### src/rtl/collision_scorer.sv
// Purpose: detects player/obstacle overlap per video frame and keeps score, best score and speed level.
// Latency: frame_tick 1 cycle after the vsync fall is sampled; start 3 edges after start_n is first sampled low.
// Backpressure: none; the block follows the pixel stream and every output is a register.
module collision_scorer #(
  parameter int H_ACTIVE     = 640,
  parameter int V_ACTIVE     = 480,
  parameter int HIT_CYCLES   = 4,
  parameter int SCORE_FRAMES = 60
) (
  input  logic       CLOCK_50,
  input  logic       reset,
  input  logic [9:0] next_x,
  input  logic [9:0] next_y,
  input  logic       vsync,
  input  logic       player_drawing,
  input  logic       obstacle_drawing,
  input  logic       start_n,
  output logic       game_over,
  output logic [6:0] score,
  output logic [6:0] max_score,
  output logic [2:0] level,
  output logic       frame_tick,
  output logic       collision
);

  localparam int            FW         = (SCORE_FRAMES > 1) ? $clog2(SCORE_FRAMES) : 1;
  localparam logic [FW-1:0] FRAME_LAST = FW'(SCORE_FRAMES - 1);
  localparam logic [9:0]    HIT_TH     = 10'(HIT_CYCLES);

  typedef enum logic [1:0] {IDLE, RUN, OVER} state_t;

  state_t        state;
  logic          sync1, sync2, sync3;
  logic [2:0]    warm;
  logic          vs_q;
  logic [9:0]    ovl_cnt;
  logic [FW-1:0] frame_cnt;
  logic [3:0]    units;
  logic          start_press;
  logic          start_game;
  logic          overlap;

  // warm[2] says sync3 holds a real post-reset sample, so a start_n held
  // low through reset never looks like a fresh press.
  assign start_press = warm[2] & sync3 & ~sync2;
  assign start_game  = start_press & (state != RUN);
  assign overlap     = player_drawing & obstacle_drawing &
                       ({1'b0, next_x} < 11'(H_ACTIVE)) &
                       ({1'b0, next_y} < 11'(V_ACTIVE));

  // Two-flop synchronizer for the button plus one flop for edge detection.
  always_ff @(posedge CLOCK_50 or negedge reset) begin
    if (!reset) begin
      sync1 <= 1'b1;
      sync2 <= 1'b1;
      sync3 <= 1'b1;
      warm  <= 3'b000;
    end else begin
      sync1 <= start_n;
      sync2 <= sync1;
      sync3 <= sync2;
      warm  <= {warm[1:0], 1'b1};
    end
  end

  // Frame boundary: registered pulse on the first low sample of vsync.
  always_ff @(posedge CLOCK_50 or negedge reset) begin
    if (!reset) begin
      vs_q       <= 1'b1;
      frame_tick <= 1'b0;
    end else begin
      vs_q       <= vsync;
      frame_tick <= vs_q & ~vsync;
    end
  end

  // Saturating overlap counter; the tick cycle itself never counts.
  always_ff @(posedge CLOCK_50 or negedge reset) begin
    if (!reset) begin
      ovl_cnt <= '0;
    end else if (frame_tick || start_game) begin
      ovl_cnt <= '0;
    end else if (overlap && (ovl_cnt != 10'd1023)) begin
      ovl_cnt <= ovl_cnt + 10'd1;
    end
  end

  // Game FSM with score, level and best-score bookkeeping.
  always_ff @(posedge CLOCK_50 or negedge reset) begin
    if (!reset) begin
      state     <= IDLE;
      game_over <= 1'b1;
      collision <= 1'b0;
      score     <= '0;
      max_score <= '0;
      level     <= '0;
      frame_cnt <= '0;
      units     <= '0;
    end else begin
      collision <= 1'b0;
      unique case (state)
        IDLE, OVER: begin
          if (start_press) begin
            state     <= RUN;
            game_over <= 1'b0;
            score     <= '0;
            level     <= '0;
            frame_cnt <= '0;
            units     <= '0;
          end
        end
        RUN: begin
          if (frame_tick) begin
            if (ovl_cnt >= HIT_TH) begin
              // A hit beats any score increment due on the same tick.
              state     <= OVER;
              game_over <= 1'b1;
              collision <= 1'b1;
              if (score > max_score) max_score <= score;
            end else if (frame_cnt == FRAME_LAST) begin
              frame_cnt <= '0;
              if (score != 7'd99) begin
                score <= score + 7'd1;
                if (units == 4'd9) begin
                  units <= '0;
                  if (level != 3'd7) level <= level + 3'd1;
                end else begin
                  units <= units + 4'd1;
                end
              end
            end else begin
              frame_cnt <= frame_cnt + FW'(1);
            end
          end
        end
        default: begin
          state     <= IDLE;
          game_over <= 1'b1;
        end
      endcase
    end
  end

endmodule

### config.mk
export PLATFORM = sky130hd
export DESIGN_NAME = collision_scorer
export DESIGN_NICKNAME = d
export VERILOG_FILES = /design/src/rtl/collision_scorer.sv
export SDC_FILE = /design/constraint.sdc
export NUM_CORES = 1
export LEC_CHECK = 0
export BUFFER_PORTS_ARGS = -buffer_cell sky130_fd_sc_hd__buf_2
export CORE_ASPECT_RATIO = 1.25
export CORE_MARGIN = 8
export CORE_UTILIZATION = 40
export DETAILED_ROUTE_END_ITERATION = 6
export PLACE_DENSITY_LB_ADDON = 0.25
export SLEW_MARGIN = 20
export SYNTH_ARGS = -nofsm -noshare
export SYNTH_HDL_FRONTEND = slang
export SYNTH_SLANG_ARGS = --single-unit
### constraint.sdc
create_clock -name CLOCK_50 -period 2.92 [get_ports CLOCK_50]
set_input_delay 0.584 -clock CLOCK_50 [delete_from_list [all_inputs] [get_ports CLOCK_50]]
set_output_delay 0.584 -clock CLOCK_50 [all_outputs]
set_load 0.01 [all_outputs]
==> results.toml, run 1 <==
[run_status]
status = "finished, final reports clean"

[sta]
skew_ns = 0.0118
layout_setup_ws_ns = 0.700
period_share_pct = 76.0
hold_viol_final = 0
slew_headroom_pct = 50.8
setup_violations = 0
grt_setup_unrepaired = "false"
fmax_mhz = 450
maxSlewViolCount = 0
min_period_ns = 2.22
tightest_slew_ns = 0.731
tns_ns = 0

[yosys]
ys_seq_area_share_pct = 49.2
synth_seq_cells = 49
synth_area_um2 = 2510
synth_most_common_cell = "dfrtp_1"
ys_warn_count = 0
synth_flop_cell = "dfrtp_1"
synth_edf_count = 0
yosysUniqueCellTypes = 43
syn_avg_cell_area_um2 = 10.4
yosys.area.top_type = "dfrtp_1"
postSynthCellCount = 241
synthTopCellsByCount = "44 x dfrtp_1, 19 x nand2_1, 17 x o21ai_0"
synthArstFlopShare_pct = 100
syn_nets = 282
synth_top_area_share_pct = 43.9
synthTopCellsByArea = "dfrtp_1 44%, ha_1 7.5%, dfstp_2 5.2%"

[cells_and_area]
nNetsFinal = 324
fin_util_pct = 47.5
drive_above_1_share_pct = 23.9
stdcell_area_um2 = 2910
syn2layout_area_growth_pct = 16.2
diodes = 0

[die]
die_w_um = 86.8
die_h_um = 104
ioPinCount = 46
die_area_um2 = 9070
start_util_pct = 40.9
coreArea_um2 = 6130
rows = 32

[cts]
cts_buffer_depth = 2
holdBufCountCts = 0
cts_root_buf = "clkbuf_8"
cts_max_level = 2
clkTransAtPathRegs_ns = 0.10
clk_latency_ns = 0.30
cts_buffers = 5
clkSinkCount = 49
ctsResizeCount = 0
cts_tree = "done"
post_cts_buffers = 0

[drt]
dr_total_vias = 1872
dr_wl_met3_um = 217
drc_errors = 0
vias_per_cell = 5.07
routedWlPerCell_um = 12.9
dr.pass1.iters = 4
antenna_left = 0
wl_met1_mm = 2.05
dr_wl_met2_mm = 2.41
drt-total-wl_mm = 4.75
drt_iter0_markers = 39
top_layer_used = "met4"

[global_route]
grt_pass1_wl_mm = 8.42
grt_overflow_total = 0
antenna_found_initial = 0
grt_use_total_pct = 11.2
grt_pass1_vias = 1899
grt_max_degree = 50

[power]
powerDensity_nw_per_um2 = 487
leakage_uw = 0.00135
ir_drop_mv = 0.286

[critical_path]
cp_max_fo = 16
crit_path_end_kind = "register"
critPathArrivalTime_ns = 2.42
start_kind = "register"
required_ns = 3.12
crit_type = "reg -> reg"

[placed_design]
globalplace.congestion = 0.741
numPortBuffers = 33
place_area_um2 = 2820
dp_hpwl_mm = 3.56
post-place-ws_ns = 0.690

[hold_path]
min_path_type = "in -> async"

[run]
maxCapViolCount = 0
-- registers in the layout, indices dropped and copies added, names as in the netlist, 2 cells and up --
name / count
max_score: 7
units: 4
warm: 3
frame_cnt: 6
score: 7
level: 3
ovl_cnt: 10
state: 2
-- where the power goes --
| group | internal (uW) | switching (uW) | total, uW |
|---|---|---|---|
| Clock | 192 | 225 | 417 |
| Sequential | 734 | 54.0 | 788 |
| Combinational | 92.2 | 120 | 213 |
-- cells by family after synthesis --
| family | synth area share, % |
|---|---|
| flops | 49.2 |
| other cells | 0.150 |
| xor+xnor | 2.80 |
| fa+ha+maj | 7.49 |
| buf+inv | 2.90 |
| compound gates | 12.5 |
| mux | 4.04 |
| simple gates | 21.0 |
-- stage by stage --
stage | power [uW] | hold slack [ns] | instances
6_report | 1420 | 0.239 | 369
5_1_grt | 1510 | 0.262 | 369
4_1_cts | 1440 | 0.262 | 369
3_5_place_dp | 1020 | 0.336 | 361
3_3_place_gp | 1010 | 0.332 | 361
2_1_floorplan | 939 | 0.288 | 241
-- worst paths after layout --
path	to	slack (ns)	depth (start not counted)	startpoint
hold reg to reg	warm[1]$_DFF_PN0_	0.35	0	warm[0]$_DFF_PN0_
setup reg to reg	units[0]$_DFFE_PN0P_	0.70	5	score[0]$_DFFE_PN0P_
setup / recovery	units[0]$_DFFE_PN0P_	0.70	5	score[0]$_DFFE_PN0P_
min in group CLOCK_50	warm[1]$_DFF_PN0_	0.35	0	warm[0]$_DFF_PN0_
hold / removal	max_score[6]$_DFFE_PN0P_	0.24	2	reset
max in group asynchronous	sync3$_DFF_PN1_	2.38	2	reset
-- cell usage in the layout, fill, tap and decap left out, drive strengths merged, types with 2 or more instances in the layout --
| master | n |
|---|---|
| a21o | 2 |
| a21oi | 14 |
| a22o | 3 |
| and2 | 2 |
| and3 | 4 |
| buf | 38 |
| clkbuf | 6 |
| clkinv | 2 |
| dfrtp | 44 |
| dfstp | 5 |
| ha | 15 |
| inv | 16 |
| mux2 | 9 |
| nand2 | 19 |
| nand2b | 4 |
| nand3 | 8 |
| nand3b | 2 |
| nand4 | 6 |
| nor2 | 13 |
| nor2b | 4 |
| nor3 | 6 |
| nor4 | 5 |
| nor4b | 2 |
| o21a | 3 |
| o21ai | 17 |
| o21bai | 2 |
| o31ai | 6 |
| or2 | 3 |
| or3 | 3 |
| or4 | 4 |
| xnor2 | 8 |
-- critical path, cell delays in order (launching register included) --
cell,delay (ns)
dfrtp_1,0.46
ha_1,0.25
nand4b_1,0.12
o311ai_1,0.38
a22o_1,0.52
mux2_2,0.39
-- final cells by class --
| class | instances | area [um^2] |
|---|---|---|
| fill | 587 | 3210 |
| multi-input combinational | 173 | 1200 |
| inverter | 16 | 60.1 |
| clock inverter | 2 | 13.8 |
| tap | 85 | 106 |
| timing repair buffer | 38 | 215 |
| sequential | 49 | 1230 |
| clock buffer | 6 | 82.6 |
-- layer usage --
layer,global-route usage (%),vias to the layer above
met5,0,-
li1,-,944
met1,12.8,890
met3,3.24,7
met2,19.4,31
met4,3.46,0
Note: power is estimated with default switching activity, not from simulation.
==> run 2: changes to the inputs <==
--- a/config.mk
+++ b/config.mk
@@ -5,6 +5,7 @@
 export SDC_FILE = /design/constraint.sdc
 export NUM_CORES = 1
 export LEC_CHECK = 0
+export ABC_AREA = 1
 export BUFFER_PORTS_ARGS = -buffer_cell sky130_fd_sc_hd__buf_2
 export CORE_ASPECT_RATIO = 1.25
 export CORE_MARGIN = 8
==> constraint.sdc (replaced) <==
create_clock -name CLOCK_50 -period 2.3 [get_ports CLOCK_50]
set_input_delay 0.46 -clock CLOCK_50 [delete_from_list [all_inputs] [get_ports CLOCK_50]]
set_output_delay 0.46 -clock CLOCK_50 [all_outputs]
set_load 0.01 [all_outputs]
==> results.toml, run 2 <==
[critical_path]
reg2reg_setup_slack_ns = 0.51
r2r-end = "score[5]$_DFFE_PN0P_"
required_ns = 2.50
start_kind = "register"
cp_max_fo = 18
slowest_stage = "dfrtp_1"
reg2reg_depth = 10
regToRegStartpoint = "score[1]$_DFFE_PN0P_"
critPathArrivalTime_ns = 1.99
cp-startpoint = "score[1]$_DFFE_PN0P_"
crit_type = "reg -> reg"
crit_path_end_kind = "register"
path_cells = "ha_1 > inv_1 > nor2_1 > nand3_1 > nand2_1 > nand2_1 > nand3_4 > clkinv_1 > nand2_1 > nand2_1"
worst_path_largest_cell_delay_ns = 0.46
cpMostUsedCell = "nand2_1"
crit_end = "score[5]$_DFFE_PN0P_"

[cells_and_area]
layout.cells.non_filler = 488
syn2layout_area_growth_pct = 13.0
final_common_cell = "nand2_1"
top_regs = "ovl_cnt: 10 flops, max_score: 7 flops, score: 7 flops"
drive_above_1_share_pct = 20.1
nNetsFinal = 438
largest_reg_flops = 10
diodes = 0
fin_util_pct = 46.4
regMostFlops = "ovl_cnt"
mostFrequentLayoutCells = "118 x nand2_1, 44 x dfrtp_1, 33 x buf_2"

[drt]
drc_errors = 0
drt-total-wl_mm = 5.83
antenna_left = 0
dr.pass1.iters = 4
drt_iter0_markers = 81
dr_total_vias = 2309
routedWlPerCell_um = 11.9
vias_per_cell = 4.73

[sta]
period_share_pct = 77.7
hold_ws_ns = 0.0664
setup_violations = 0
fmax_mhz = 560
layout_setup_ws_ns = 0.513
tns_ns = 0
skew_ns = 0.0121
min_period_ns = 1.79
grt_setup_unrepaired = "false"
hold_viol_final = 0
maxSlewViolCount = 0

[cts]
clkSinkCount = 49
clkTransAtPathRegs_ns = 0.10
ctsResizeCount = 0
cts_buffer_depth = 2
cts_buffers = 5
post_cts_buffers = 0
holdBufCountCts = 0
cts_root_buf = "clkbuf_8"
clk_latency_ns = 0.30
cts_tree = "done"
cts_max_level = 2

[die]
start_util_pct = 41.0
ioPinCount = 46
rows = 34
die_w_um = 91.4
die_h_um = 110
die_area_um2 = 10100
coreArea_um2 = 6930

[placed_design]
numPortBuffers = 33
globalplace.congestion = 0.849
dp_cells = 480
post-place-ws_ns = 0.493
dp_hpwl_mm = 4.44

[yosys]
synth-xor-area-share_pct = 3.08
synth_seq_cells = 49
ys_warn_count = 0
yosys.area.top_type = "dfrtp_1"
synth_fa_ha_area_share_pct = 6.60
synth_top_area_share_pct = 38.7
yosys.area_share.simple_pct = 34.2
synthArstFlopShare_pct = 100
syn_avg_cell_area_um2 = 7.95
synthTopCellsByArea = "dfrtp_1 39%, nand2_1 16%, ha_1 6.6%"
synth_area_um2 = 2850
synth_top_family_by_area = "simple AND/OR/NAND/NOR gates"
synth-compound-area-share_pct = 6.29
synth_most_common_cell = "nand2_1"
synth_flop_cell = "dfrtp_1"
synthTopCellsByCount = "118 x nand2_1, 44 x dfrtp_1, 32 x nor2_1"
yosysUniqueCellTypes = 32
synth_edf_count = 0
syn_nets = 399
synthMuxAreaShare_pct = 0
ys_seq_area_share_pct = 43.3
postSynthCellCount = 358

[run_status]
status = "finished, final reports clean"

[global_route]
grt_pass1_vias = 2352
grt_max_degree = 21
met1_usage_pct = 13.7
grt_pass1_wl_mm = 10.4
gr-usage-met2_pct = 23.4
grt_use_met3_pct = 3.12
grt_use_total_pct = 12.5
grt_overflow_total = 0
gr-max-usage-layer = "met2"
antenna_found_initial = 0

[hold_path]
min_path_type = "in -> async"

[power]
ir_drop_mv = 0.356
leakage_uw = 0.00166
powerDensity_nw_per_um2 = 831

[run]
maxCapViolCount = 0
run 2: cell count changes in the layout (fill, tap and decap cells not counted), moves of 7 or more:
cell	previous run	this run
o21ai_0	17	4
nor2_1	13	32
a21oi_1	14	3
mux2_2	9	0
inv_1	16	31
nand2_1	19	118
nand3_1	8	27
nand4_1	5	12
run 2: metrics by stage:
stage / total power [uW] / instance area (um^2)
3_3_place_gp: 2140 / 3120
4_1_cts: 2710 / 3210
3_5_place_dp: 2160 / 3120
5_1_grt: 2910 / 3210
6_report: 2670 / 3210
2_1_floorplan: 1890 / 2850
run 2: cell families after synthesis:
family / count (synthesis)
xor+xnor: 10
flops: 49
fa+ha+maj: 15
buf+inv: 44
other cells: 1
compound gates: 27
simple gates: 212
run 2: routing by layer:
| layer | part of all wire (%) | vias to the layer above |
|---|---|---|
| li1 | - | 1220 |
| met1 | 44 | 1058 |
| met2 | 51 | 25 |
| met3 | 3.4 | 6 |
| met4 | 1.3 | 0 |
| met5 | 0 | - |
run 2: layout make-up:
class                           count  area, um^2
Fill cell                         689        3720
Sequential cell                    49        1230
Timing Repair Buffer               37         195
Inverter                           39         146
Clock inverter                      2        13.8
Clock buffer                        6        82.6
Tap cell                           90         113
Multi-Input combinational cell    265        1430
run 2: power by group:
| group | total (uW) | switching [uW] | internal, uW | leakage [uW] |
|---|---|---|---|---|
| logic | 991 | 629 | 363 | 0.000967 |
| registers | 1140 | 151 | 992 | 0.000647 |
| clock network | 538 | 293 | 244 | 0.0000512 |
| total | 2670 | 1070 | 1600 | 0.00166 |
run 2: worst min path at each step:
stage	cells after the start	slack [ns]	endpoint	start
floorplan	0	0.16	collision$_DFF_PN0_	reset
detailed placement	0	0.34	warm[2]$_DFF_PN0_	warm[1]$_DFF_PN0_
global route	1	0.08	max_score[4]$_DFFE_PN0P_	reset
CTS	1	0.07	max_score[3]$_DFFE_PN0P_	reset
finish	1	0.07	max_score[4]$_DFFE_PN0P_	reset
global placement	0	0.33	warm[1]$_DFF_PN0_	warm[0]$_DFF_PN0_
run 2: worst max-delay path, delay by kind of cell (launching register included):
| kind | cells | cell delay [ns] |
|---|---|---|
| buffers and inverters | 2 | 0.27 |
| AND/OR/NAND/NOR | 7 | 0.70 |
| adder cells (fa/ha/maj) | 1 | 0.25 |
| flip-flops | 1 | 0.46 |
==> run 3: changes to the inputs <==
==> constraint.sdc (replaced) <==
create_clock -name CLOCK_50 -period 1.5 [get_ports CLOCK_50]
set_input_delay 0.3 -clock CLOCK_50 [delete_from_list [all_inputs] [get_ports CLOCK_50]]
set_output_delay 0.3 -clock CLOCK_50 [all_outputs]
set_load 0.01 [all_outputs]
==> results.toml, run 3 (synthesis results as in run 2) <==
[drt]
antenna_left = 0
routedWlPerCell_um = 12.5
dr.pass1.iters = 4
drt-total-wl_mm = 6.94
drc_errors = 0
dr_total_vias = 2667
vias_per_cell = 4.81
drt_iter0_markers = 97

[global_route]
gr-max-usage-layer = "met2"
grt_use_met3_pct = 2.98
antenna_found_initial = 0
grt_use_total_pct = 13.7
grt_pass1_vias = 2575
grt_max_degree = 50
met1_usage_pct = 15.0
gr-usage-met2_pct = 26.0
grt_overflow_total = 0
grt_pass1_wl_mm = 11.4

[cts]
cts_buffers = 5
clkSinkCount = 49
clk_latency_ns = 0.30
cts_tree = "done"
cts_max_level = 2
cts_root_buf = "clkbuf_8"
clkTransAtPathRegs_ns = 0.09
cts_buffer_depth = 2

[power]
leakage_uw = 0.00205
powerDensity_nw_per_um2 = 1240
ir_drop_mv = 0.603
p_total_uw = 4960

[sta]
min_period_ns = 1.62
tns_ns = -0.859
grt_setup_unrepaired = "true"
period_share_pct = 108
maxSlewViolCount = 0
setup_violations = 12
layout_setup_ws_ns = -0.123
skew_ns = 0.00800
fmax_mhz = 616
hold_viol_final = 0

[cells_and_area]
top_regs = "ovl_cnt: 10 flops, max_score: 7 flops, score: 7 flops"
diodes = 0
syn2layout_area_growth_pct = 40.5
drive_above_1_share_pct = 39.8
largest_reg_flops = 10
regMostFlops = "ovl_cnt"
final_common_cell = "nand2_1"
layout.cells.non_filler = 555
nNetsFinal = 505
mostFrequentLayoutCells = "109 x nand2_1, 61 x buf_4, 40 x dfrtp_1"

[placed_design]
post-place-ws_ns = -0.0956
dp_hpwl_mm = 4.81
globalplace.congestion = 0.849
dp_cells = 534
numPortBuffers = 33

[critical_path]
cp_max_fo = 7
crit_type = "reg -> reg"
required_ns = 1.70
start_kind = "register"
crit_path_end_kind = "register"
critPathArrivalTime_ns = 1.82

[run]
maxCapViolCount = 0

[die]
die_area_um2 = 10100
rows = 34
die_w_um = 91.4
ioPinCount = 46
start_util_pct = 41.0
coreArea_um2 = 6930
die_h_um = 110

[run_status]
violations = "negative setup slack"
status = "finished with violations"

[hold_path]
min_path_type = "in -> reg"
run 3: layer usage:
| metal | vias to the layer above | part of all wire (%) |
|---|---|---|
| met5 | - | 0 |
| met4 | 0 | 1.6 |
| met3 | 13 | 3.9 |
| met2 | 47 | 54 |
| met1 | 1256 | 40 |
| li1 | 1351 | - |
run 3: final timing paths:
path	startpoint	to	slack [ns]	cells past startpoint
worst max-delay path	score[3]$_DFFE_PN0P_	max_score[5]$_DFFE_PN0P_	-0.12	7
max in group asynchronous	reset	game_over$_DFFE_PN1P_	0.70	3
worst max register to register	score[3]$_DFFE_PN0P_	max_score[5]$_DFFE_PN0P_	-0.12	7
worst min register to register	sync1$_DFF_PN1_	sync2$_DFF_PN1_	0.35	0
worst min-delay path	start_n	sync1$_DFF_PN1_	0.09	1
min in group asynchronous	reset	max_score[3]$_DFFE_PN0P_	0.50	3
run 3: worst max-delay path, stage by stage, from the launching register on:
cell and delay (ns):
dfrtp_1 0.43, ha_1 0.31, nand4_1 0.19, nor2_2 0.09, nor2_4 0.24, nand2_4 0.13, nand2_1 0.08, nand2_1 0.05
run 3: stage by stage:
stage / cell area (um^2) / util, % / hold slack, ns
global placement: 3590 / 51.8 / 0.312
floorplan: 2860 / - / 0.00441
finish: 4000 / 57.7 / 0.0931
CTS: 3820 / 55.1 / 0.0850
global route: 4000 / 57.7 / 0.0733
detailed placement: 3590 / 51.8 / 0.313
run 3: cell type report:
class                           count  area (um^2)
Multi-Input combinational cell    266         1640
Timing Repair Buffer              103          758
Sequential cell                    49         1240
Tap cell                           90          113
Fill cell                         616         2940
Clock inverter                      1         5.00
Inverter                           39          148
Clock buffer                        7         96.3
run 3: what timing repair did:
| action | CTS | global route |
|---|---|---|
| cloned | 1 | 0 |
| hold endpoints to repair | 44 | 0 |
| hold buffers | 1 | 0 |
| setup endpoints to repair | 31 | 35 |
| buffers inserted | 3 | 8 |
| gates resized for setup | 18 | 30 |
| pin swaps | 24 | 19 |
run 3: where the power goes:
part	switching [uW]	internal [uW]	total, uW
clock	442	418	860
sequential	196	1530	1720
combinational	1280	1090	2380
total	1920	3040	4960
